### src/rtl/histo_readout.sv
// Histogram readout: sweeps every bin of the histogram memory after an image completes
// and streams a framed word sequence (header, bin counts, sum trailer) over valid/ready.
module histo_readout #(
  parameter int         NUM_BINS   = 1024,
  parameter int         RD_LATENCY = 2,
  parameter int         FIFO_DEPTH = 4,
  parameter logic [7:0] SYNC_BYTE  = 8'hA5
) (
  input  logic        clk,
  input  logic        rst,
  input  logic        histo_done,
  output logic        hist_rw,
  output logic [9:0]  hist_bin,
  input  logic [23:0] hist_data,
  output logic [31:0] m_data,
  output logic        m_valid,
  input  logic        m_ready,
  output logic        m_last,
  output logic        busy,
  output logic [7:0]  frame_id,
  output logic        overrun
);

  localparam int AW = $clog2(FIFO_DEPTH);
  localparam int CW = AW + 2;
  // Stage 0 marks an address presented on hist_bin; the top stage marks hist_data valid.
  localparam int PW = RD_LATENCY + 1;
  localparam logic [9:0] LAST_BIN = 10'(NUM_BINS - 1);

  typedef enum logic [2:0] {IDLE, HEADER, SWEEP, DRAIN, TRAILER} state_t;

  state_t          state_reg, state_next;
  logic [9:0]      hist_bin_reg, next_bin_reg;
  logic [PW-1:0]   rd_pipe_reg;
  logic [31:0]     sum_reg;
  logic [7:0]      frame_id_reg;
  logic            overrun_reg;
  logic            trailer_pushed_reg;

  logic [32:0]     fifo_mem [FIFO_DEPTH];
  logic [AW-1:0]   wr_ptr_reg, rd_ptr_reg;
  logic [CW-1:0]   count_reg;

  logic            issue, fsm_push, push, pop, trailer_done, credit_ok;
  logic [32:0]     fsm_word, push_word;
  logic [CW-1:0]   inflight;

  assign m_valid      = (count_reg != '0);
  assign m_data       = m_valid ? fifo_mem[rd_ptr_reg][31:0] : 32'd0;
  assign m_last       = m_valid & fifo_mem[rd_ptr_reg][32];
  assign pop          = m_valid & m_ready;
  assign trailer_done = pop & m_last;

  assign hist_rw  = (state_reg == IDLE);
  assign busy     = (state_reg != IDLE);
  assign hist_bin = hist_bin_reg;
  assign frame_id = frame_id_reg;
  assign overrun  = overrun_reg;

  always_comb begin
    inflight = '0;
    for (int i = 0; i < PW; i++) inflight = inflight + CW'(rd_pipe_reg[i]);
  end

  // Every outstanding read owns a FIFO slot; a slot freed by this cycle's pop counts too.
  assign credit_ok = (count_reg + inflight) < (CW'(FIFO_DEPTH) + CW'(pop));

  always_comb begin
    state_next = state_reg;
    issue      = 1'b0;
    fsm_push   = 1'b0;
    fsm_word   = '0;
    case (state_reg)
      IDLE: begin
        if (histo_done) state_next = HEADER;
      end
      HEADER: begin
        fsm_push   = 1'b1;
        fsm_word   = {1'b0, SYNC_BYTE, frame_id_reg, 16'(NUM_BINS)};
        state_next = SWEEP;
      end
      SWEEP: begin
        issue = credit_ok;
        if (credit_ok && next_bin_reg == LAST_BIN) state_next = DRAIN;
      end
      DRAIN: begin
        if (rd_pipe_reg == '0) state_next = TRAILER;
      end
      TRAILER: begin
        if (!trailer_pushed_reg && count_reg < CW'(FIFO_DEPTH)) begin
          fsm_push = 1'b1;
          fsm_word = {1'b1, sum_reg};
        end
        if (trailer_done) state_next = IDLE;
      end
      default: state_next = IDLE;
    endcase
  end

  // Header and trailer are only pushed while no reads are in flight, so they never collide.
  assign push      = fsm_push | rd_pipe_reg[PW-1];
  assign push_word = rd_pipe_reg[PW-1] ? {9'd0, hist_data} : fsm_word;

  always_ff @(posedge clk or posedge rst) begin
    if (rst) begin
      state_reg          <= IDLE;
      hist_bin_reg       <= '0;
      next_bin_reg       <= '0;
      rd_pipe_reg        <= '0;
      sum_reg            <= '0;
      frame_id_reg       <= '0;
      overrun_reg        <= 1'b0;
      trailer_pushed_reg <= 1'b0;
      wr_ptr_reg         <= '0;
      rd_ptr_reg         <= '0;
      count_reg          <= '0;
    end else begin
      state_reg   <= state_next;
      rd_pipe_reg <= {rd_pipe_reg[PW-2:0], issue};
      if (issue) begin
        hist_bin_reg <= next_bin_reg;
        next_bin_reg <= next_bin_reg + 10'd1;
      end
      if (state_reg == IDLE && histo_done) begin
        sum_reg            <= '0;
        next_bin_reg       <= '0;
        trailer_pushed_reg <= 1'b0;
      end else if (rd_pipe_reg[PW-1]) begin
        sum_reg <= sum_reg + 32'(hist_data);
      end
      if (state_reg == TRAILER && fsm_push) trailer_pushed_reg <= 1'b1;
      if (trailer_done) frame_id_reg <= frame_id_reg + 8'd1;
      if (histo_done && state_reg != IDLE) overrun_reg <= 1'b1;
      if (push) wr_ptr_reg <= wr_ptr_reg + AW'(1);
      if (pop) rd_ptr_reg <= rd_ptr_reg + AW'(1);
      count_reg <= count_reg + CW'(push) - CW'(pop);
    end
  end

  always_ff @(posedge clk) begin
    if (push) fifo_mem[wr_ptr_reg] <= push_word;
  end

endmodule

### config.mk
export PLATFORM = sky130hd
export DESIGN_NAME = histo_readout
export DESIGN_NICKNAME = d
export VERILOG_FILES = /design/src/rtl/histo_readout.sv
export SDC_FILE = /design/constraint.sdc
export NUM_CORES = 1
export LEC_CHECK = 0
export CAP_MARGIN = 30
export CORE_MARGIN = 5
export CORE_UTILIZATION = 55
export CTS_BUF_LIST = sky130_fd_sc_hd__clkbuf_4
export DETAILED_ROUTE_END_ITERATION = 6
export GPL_TIMING_DRIVEN = 0
export PLACE_DENSITY = 0.84
export REMOVE_ABC_BUFFERS = 1
export SYNTH_ARGS = -nofsm -noshare
export SYNTH_HDL_FRONTEND = slang
export SYNTH_SLANG_ARGS = --single-unit
### constraint.sdc
create_clock -name clk -period 9.4 [get_ports clk]
set_clock_uncertainty 0.2 [all_clocks]
set_input_delay 0.94 -clock clk [delete_from_list [all_inputs] [get_ports clk]]
set_output_delay 0.94 -clock clk [all_outputs]
set_load 0.01 [all_outputs]
==> impl_metrics.csv, run 1 <==
group,metric,value,unit
power_and_ir_drop,intPower,0.002522,W
logic_synthesis,yosysTopAreaCellShare,0.3863,
setup_path,arrival,2.97,ns
setup_path,critical_path_required,8.26,ns
grt,use_met1,0.2753,
placement,dp_hpwl,15300,um
routing,vias,7113,
logic_synthesis,async_reset_ff_frac,0.3654,
sta,timing.slew.headroom,0.3409,
clock_network,ctsHoldBuffers,0,
grt,gr-usage-met3,0.05462,
logic_synthesis,synth-edff-count,132,
clock_network,cts_resized,0,
sta,layout_setup_ws,5.293,ns
grt,met2_usage,0.3611,
sta,setup_viol,0,
setup_path,critPathKind,"reg -> out",
sta,hold_violations,0,
power_and_ir_drop,p_leak,4.864,nW
power_and_ir_drop,switching_share,0.3628,
logic_synthesis,syn_area,10260,um2
finish,largest_register_ffs,132,
finish,final_core_util,0.6588,
clock_network,htree_levels,2,
logic_synthesis,synth.distinct_cells,60,
power_and_ir_drop,p_switching,0.001436,W
finish,area_delta_synth_final,18.89,%
routing,wl_per_cell,18.49,um
sta,timing.fmax,243.5,MHz
clock_network,cts_sinks,208,
clock_network,worstSkewPairLatency,0.67,ns
logic_synthesis,postSynthAreaPerCell,12.14,um2
die,die_h,146.6,um
sta,fin_tns_setup,0,ns
logic_synthesis,yosys_register_bits,208,
logic_synthesis,synth_cells,845,
grt,grt_overflow,0,
power_and_ir_drop,finalPower,0.003958,W
routing,route.detailed.drc,0,
finish,final_common_cell,"edfxtp_1",
logic_synthesis,ys_seq_area_frac,0.5716,
logic_synthesis,ys_warn_count,0,
clock_network,tritoncts,"built",
clock_network,cts-buffers-inserted,52,
power_and_ir_drop,clockPowerShare,0.205,
grt,grt_pass1_wl,37150,um
clock_network,cts_root_buf,"clkbuf_4",
routing,dr.first_iter.drc_count,622,
finish,fin_nets,1025,
sta,fin_crit,4.107,ns
setup_path,r2r_slack,5.90,ns
sta,timing.final.max_slew_violations,0,
logic_synthesis,yosys-top-cells-area,"edfxtp_1 (39%), dfrtp_1 (19%), mux4_2 (7.2%)",
flow_run,maxCapViolCount,0,
worst_hold_path,hp-class,"reg -> reg",
logic_synthesis,synth_top_area_cell,"edfxtp_1",
logic_synthesis,synth-main-ff-cell,"edfxtp_1",
finish,layout_common_cells,"edfxtp_1 (132), nand2_1 (129), clkbuf_4 (82), clkdlybuf4s50_1 (82), dfrtp_1 (73)",
die,core_area,18520,um2
power_and_ir_drop,irDropWorstVdd,0.0001767,V
power_and_ir_drop,seq_power_share,0.371,
grt,grt_pass1_vias,7333,
die,die_x,146.6,um
placement,pre_cts_ws,5.395,ns
routing,ant_nets,0,
grt,antenna_found_initial,1,
setup_path,cp-end-kind,"output pin",
sta,rsz0062_at_grt,"false",
placement,portBuffers,82,
clock_network,clk_pin_slew_worst_paths,0.05,ns
routing,viasPerCell,5.774,
sta,max_slew.worst_pin.slew,0.9876,ns
sta,finalCritPeriodShare,0.4369,
power_and_ir_drop,powerDensity,324.4,nW/um2
setup_path,crit_fanout,21,
clock_network,clockBufferDepth,3,
grt,globalRoute.busiestLayer,"met2",
grt,grt_max_degree,40,
routing,dr.pass1.iters,5,
outcome,status,"finished, final reports clean",
clock_network,cts_setup_buffers,0,
power_and_ir_drop,comb_power_share,0.425,
routing,wl,22790,um
placement,gp_congestion,0.9238,
grt,track_usage,0.2159,
setup_path,worstSetupStartpointType,"flop",
die,io_pins,83,
finish,layout-drive-gt1-share,0.1535,
die,start_util,0.5541,
die,die_area,21490,um2
die,rows,50,
[area by class of cell]
type	instances	area, um2
diodes	1	2.502
clock buffers	82	615.6
clock inverters	15	116.4
fillers	1362	6319
inverters	27	106.4
multi-input cells	573	4159
flip-flops and latches	208	5869
well taps	234	292.8
repair buffers	92	1037
[cell families after synthesis]
kind of cell,count (synthesis),share of synthesized area
multiplexers,46,0.08536
XOR/XNOR,34,0.02902
adder cells (fa/ha/maj),43,0.05536
AO/OA/AOI/OAI,164,0.09877
AND/OR/NAND/NOR,286,0.1334
flip-flops,208,0.5716
buffers and inverters,64,0.02646
[stage by stage]
stage,cells,cell area (um2),hold WS [ns]
detailed placement,1134,11460,0.2172
global placement,1124,11210,0.2151
global route,1232,12200,0.2473
CTS,1231,12200,0.2318
floorplan,808,10090,0.2049
finish,1232,12200,0.2321
[worst max-delay path, cell delays in order (launching register included)]
cell and delay, ns:
dfrtp_2 0.87, buf_12 0.26, mux4_2 0.55, and2_1 0.18, clkdlybuf4s50_1 0.48
[layer usage]
layer	vias up	routed length, um
li1	3346	-
met1	3419	9250
met2	290	11230
met3	58	1690
met4	0	609
met5	-	0
[path summary, 6_finish.rpt]
check,start,end,cells past startpoint
worst min-delay path,rd_pipe_reg[1],rd_pipe_reg[2],0
worst max register to register,state_reg[1],count_reg[2],9
worst max-delay path,rd_ptr_reg[0],m_data[17],4
max in group asynchronous,rst,sum_reg[11],3
worst min register to register,rd_pipe_reg[1],rd_pipe_reg[2],0
min in group asynchronous,rst,hist_bin[3],2
[cell usage after synthesis (2+ instances only)]
library cell and instances:
and3_1 6, nor3b_1 2, nand4_1 5, nand3_1 19, mux2i_1 11, edfxtp_1 132
o21ai_0 49, a21o_1 13, buf_2 11, mux2_2 2, a31oi_1 5, mux4_2 33
nor3_1 8, inv_1 25, dfrtp_1 76, nand2b_1 11, o211ai_1 5, o31ai_1 5
fa_1 4, o21ai_1 4, o21bai_1 2, a32oi_1 2, xor2_1 19, or3_1 4
a21oi_2 2, and2_1 38, a22oi_1 9, xnor2_1 15, a21oi_1 48, buf_4 4
a211oi_1 5, nand2_1 129, ha_1 39, o22ai_1 4, nor2b_1 9, nor2_1 46
clkbuf_1 21
[power groups by stage]
stage	clock [W]	sequential [W]	combinational, W
5_1_grt	0.000883	0.00150	0.00184
6_report	0.000810	0.00147	0.00168
4_1_cts	0.000827	0.00147	0.00169
3_5_place_dp	0	0.00148	0.00168
3_3_place_gp	0	0.00151	0.00152
2_1_floorplan	0	0.00145	0.00104
Note: power is estimated with default switching activity, not from simulation.
==> run 2: changes to the inputs <==
- clock period: 9.4 -> 3.8 ns (I/O delays scaled with it)
==> run 2 against run 1 <==
Compared with the run above:
- core utilization is 0.054 points higher
- power is 150% higher
- critical endpoint unchanged
- via count is 0.39% higher
- largest cell class unchanged
- highest routed layer unchanged
- setup slack worse by 5.0 ns
- clock power is 150% higher
- die area stayed put
- clock-buffer cell count stayed put
==> impl_metrics.csv, run 2 (synthesis results as in run 1) <==
group,metric,value,unit
setup_path,rr_endpoint,"count_reg[2]",
clock_network,clockBufferDepth,3,
sta,setup_viol,0,
finish,layout_common_cells,"edfxtp_1 (132), nand2_1 (129), clkbuf_4 (82), clkdlybuf4s50_1 (82), dfrtp_1 (73)",
grt,antenna_found_initial,1,
setup_path,worstSetupStartpointType,"flop",
routing,ant_nets,0,
finish,largest_register_ffs,132,
power_and_ir_drop,irDropWorstVdd,0.0004382,V
finish,register_area,5869,um2
clock_network,htree_levels,2,
worst_hold_path,hold_end,"rd_pipe_reg[2]",
routing,wl_per_cell,18.51,um
power_and_ir_drop,p_leak,4.868,nW
setup_path,r2r_slack,0.27,ns
setup_path,critPathKind,"reg -> out",
sta,hold_violations,0,
clock_network,cts_sinks,208,
routing,dr.pass1.iters,5,
clock_network,cts_setup_buffers,0,
sta,timing.slew.headroom,0.3330,
routing,wl,22820,um
outcome,status,"finished, final reports clean",
clock_network,clk_pin_slew_worst_paths,0.05,ns
flow_run,maxCapViolCount,0,
die,start_util,0.5541,
worst_hold_path,hp-class,"reg -> reg",
finish,fin_nets,1026,
sta,max_slew.worst_pin.slew,0.9995,ns
grt,grt_max_degree,40,
setup_path,arrival,2.97,ns
die,die_x,146.6,um
sta,rsz0062_at_grt,"false",
clock_network,worstSkewPairLatency,0.65,ns
setup_path,regToRegStartpoint,"state_reg[1]",
routing,vias,7141,
sta,fin_crit,3.551,ns
clock_network,cts_root_buf,"clkbuf_4",
placement,portBuffers,82,
finish,final_area,12210,um2
routing,dr.first_iter.drc_count,578,
setup_path,cp_slowest_cell,"dfrtp_2",
setup_path,path_cells,"buf_12, mux4_2, and2_1, clkdlybuf4s50_1",
finish,layout-drive-gt1-share,0.1533,
finish,fillerInstances,1361,
clock_network,cts-buffers-inserted,52,
power_and_ir_drop,finalPower,0.009794,W
worst_hold_path,hp-start,"rd_pipe_reg[1]",
die,core_area,18520,um2
routing,viasPerCell,5.792,
grt,grt_pass1_wl,37190,um
finish,multi_input_area,4159,um2
routing,route.detailed.drc,0,
grt,track_usage,0.2161,
worst_hold_path,min_path_cells,0,
sta,timing.fmax,281.6,MHz
sta,finalCritPeriodShare,0.9345,
setup_path,slowest_delay,0.88,ns
placement,dp_hpwl,15300,um
setup_path,cp-end-kind,"output pin",
grt,grt_overflow,0,
setup_path,ff2ff_path_depth,9,
finish,area_delta_synth_final,18.99,%
finish,final_cells,1233,
grt,grt_pass1_vias,7344,
sta,timing.final.max_slew_violations,0,
die,rows,50,
power_and_ir_drop,powerDensity,802.2,nW/um2
placement,placed_cell_area,11460,um2
setup_path,critical_path_required,3.22,ns
setup_path,crit_fanout,21,
sta,hold-worst-slack,0.2324,ns
die,io_pins,83,
clock_network,tritoncts,"built",
placement,gp_congestion,0.9238,
finish,final_common_cell,"edfxtp_1",
die,die_area,21490,um2
placement,placed_cells,1134,
die,die_h,146.6,um
==> run 2: timing repair <==
item / in CTS / in global routing
endpoints found under the hold margin: 37 / 0
hold buffers: 1 / 0
setup endpoints to repair: 0 / 0
gates resized for setup: 0 / 0
==> run 2: through the flow <==
| stage | utilization | TNS (ns) | worst slack [ns] |
|---|---|---|---|
| 2_1_floorplan | - | 0 | 0.04147 |
| 3_3_place_gp | 0.6052 | -313.85 | -2.063 |
| 3_5_place_dp | 0.6191 | 0 | 0.3261 |
| 4_1_cts | 0.6592 | 0 | 0.1564 |
| 5_1_grt | 0.6593 | 0 | 0.04903 |
| 6_report | 0.6593 | 0 | 0.2489 |
==> run 2: cell type report <==
cell class                 instances  share of cell area
sequential                       208              0.4807
multi-input combinational        573              0.3406
timing repair buffer              93             0.08578
clock buffer                      82             0.05042
tap                              234             0.02398
clock inverter                    15            0.009531
inverter                          27            0.008711
antenna                            1           0.0002050
==> run 2: worst max-delay path by stage <==
stage	startpoint	end	slack [ns]
2_1_floorplan	rd_pipe_reg[2]	fifo_mem[0][0]	0.04
3_3_place_gp	state_reg[2]	fifo_mem[1][19]	-2.06
3_5_place_dp	rd_pipe_reg[2]	next_bin_reg[5]	0.33
4_1_cts	rd_ptr_reg[0]	m_data[17]	0.16
5_1_grt	rd_ptr_reg[0]	m_data[17]	0.05
6_report	rd_ptr_reg[0]	m_data[17]	0.25
==> run 2: power by group <==
group	internal (W)	switching (W)	total, W
Combinational	0.00202	0.00214	0.00416
Clock	0.00112	0.000884	0.00200
Sequential	0.00310	0.000530	0.00363
Total	0.00624	0.00355	0.00979
==> run 2: worst max-delay path: cells and delay by family, from the launching register on <==
family                 cells  cell delay (ns)
buffers and inverters      2             0.74
multiplexers               1             0.55
flip-flops                 1             0.88
AND/OR/NAND/NOR            1             0.18
==> run 2: layer usage <==
metal	vias up	wire length (um)	part of all wire	GRT usage
met1	3459	9280	0.41	0.2755
met4	0	543	0.024	0.07620
met2	284	11260	0.49	0.3616
met3	46	1739	0.076	0.05462
li1	3352	-	-	-
met5	-	0	0	0
==> run 3: changes to the inputs <==
- ABC_AREA: default -> 0
==> results of run 3 <==
The final DEF is identical to that of run 2; final timing and power are the same.
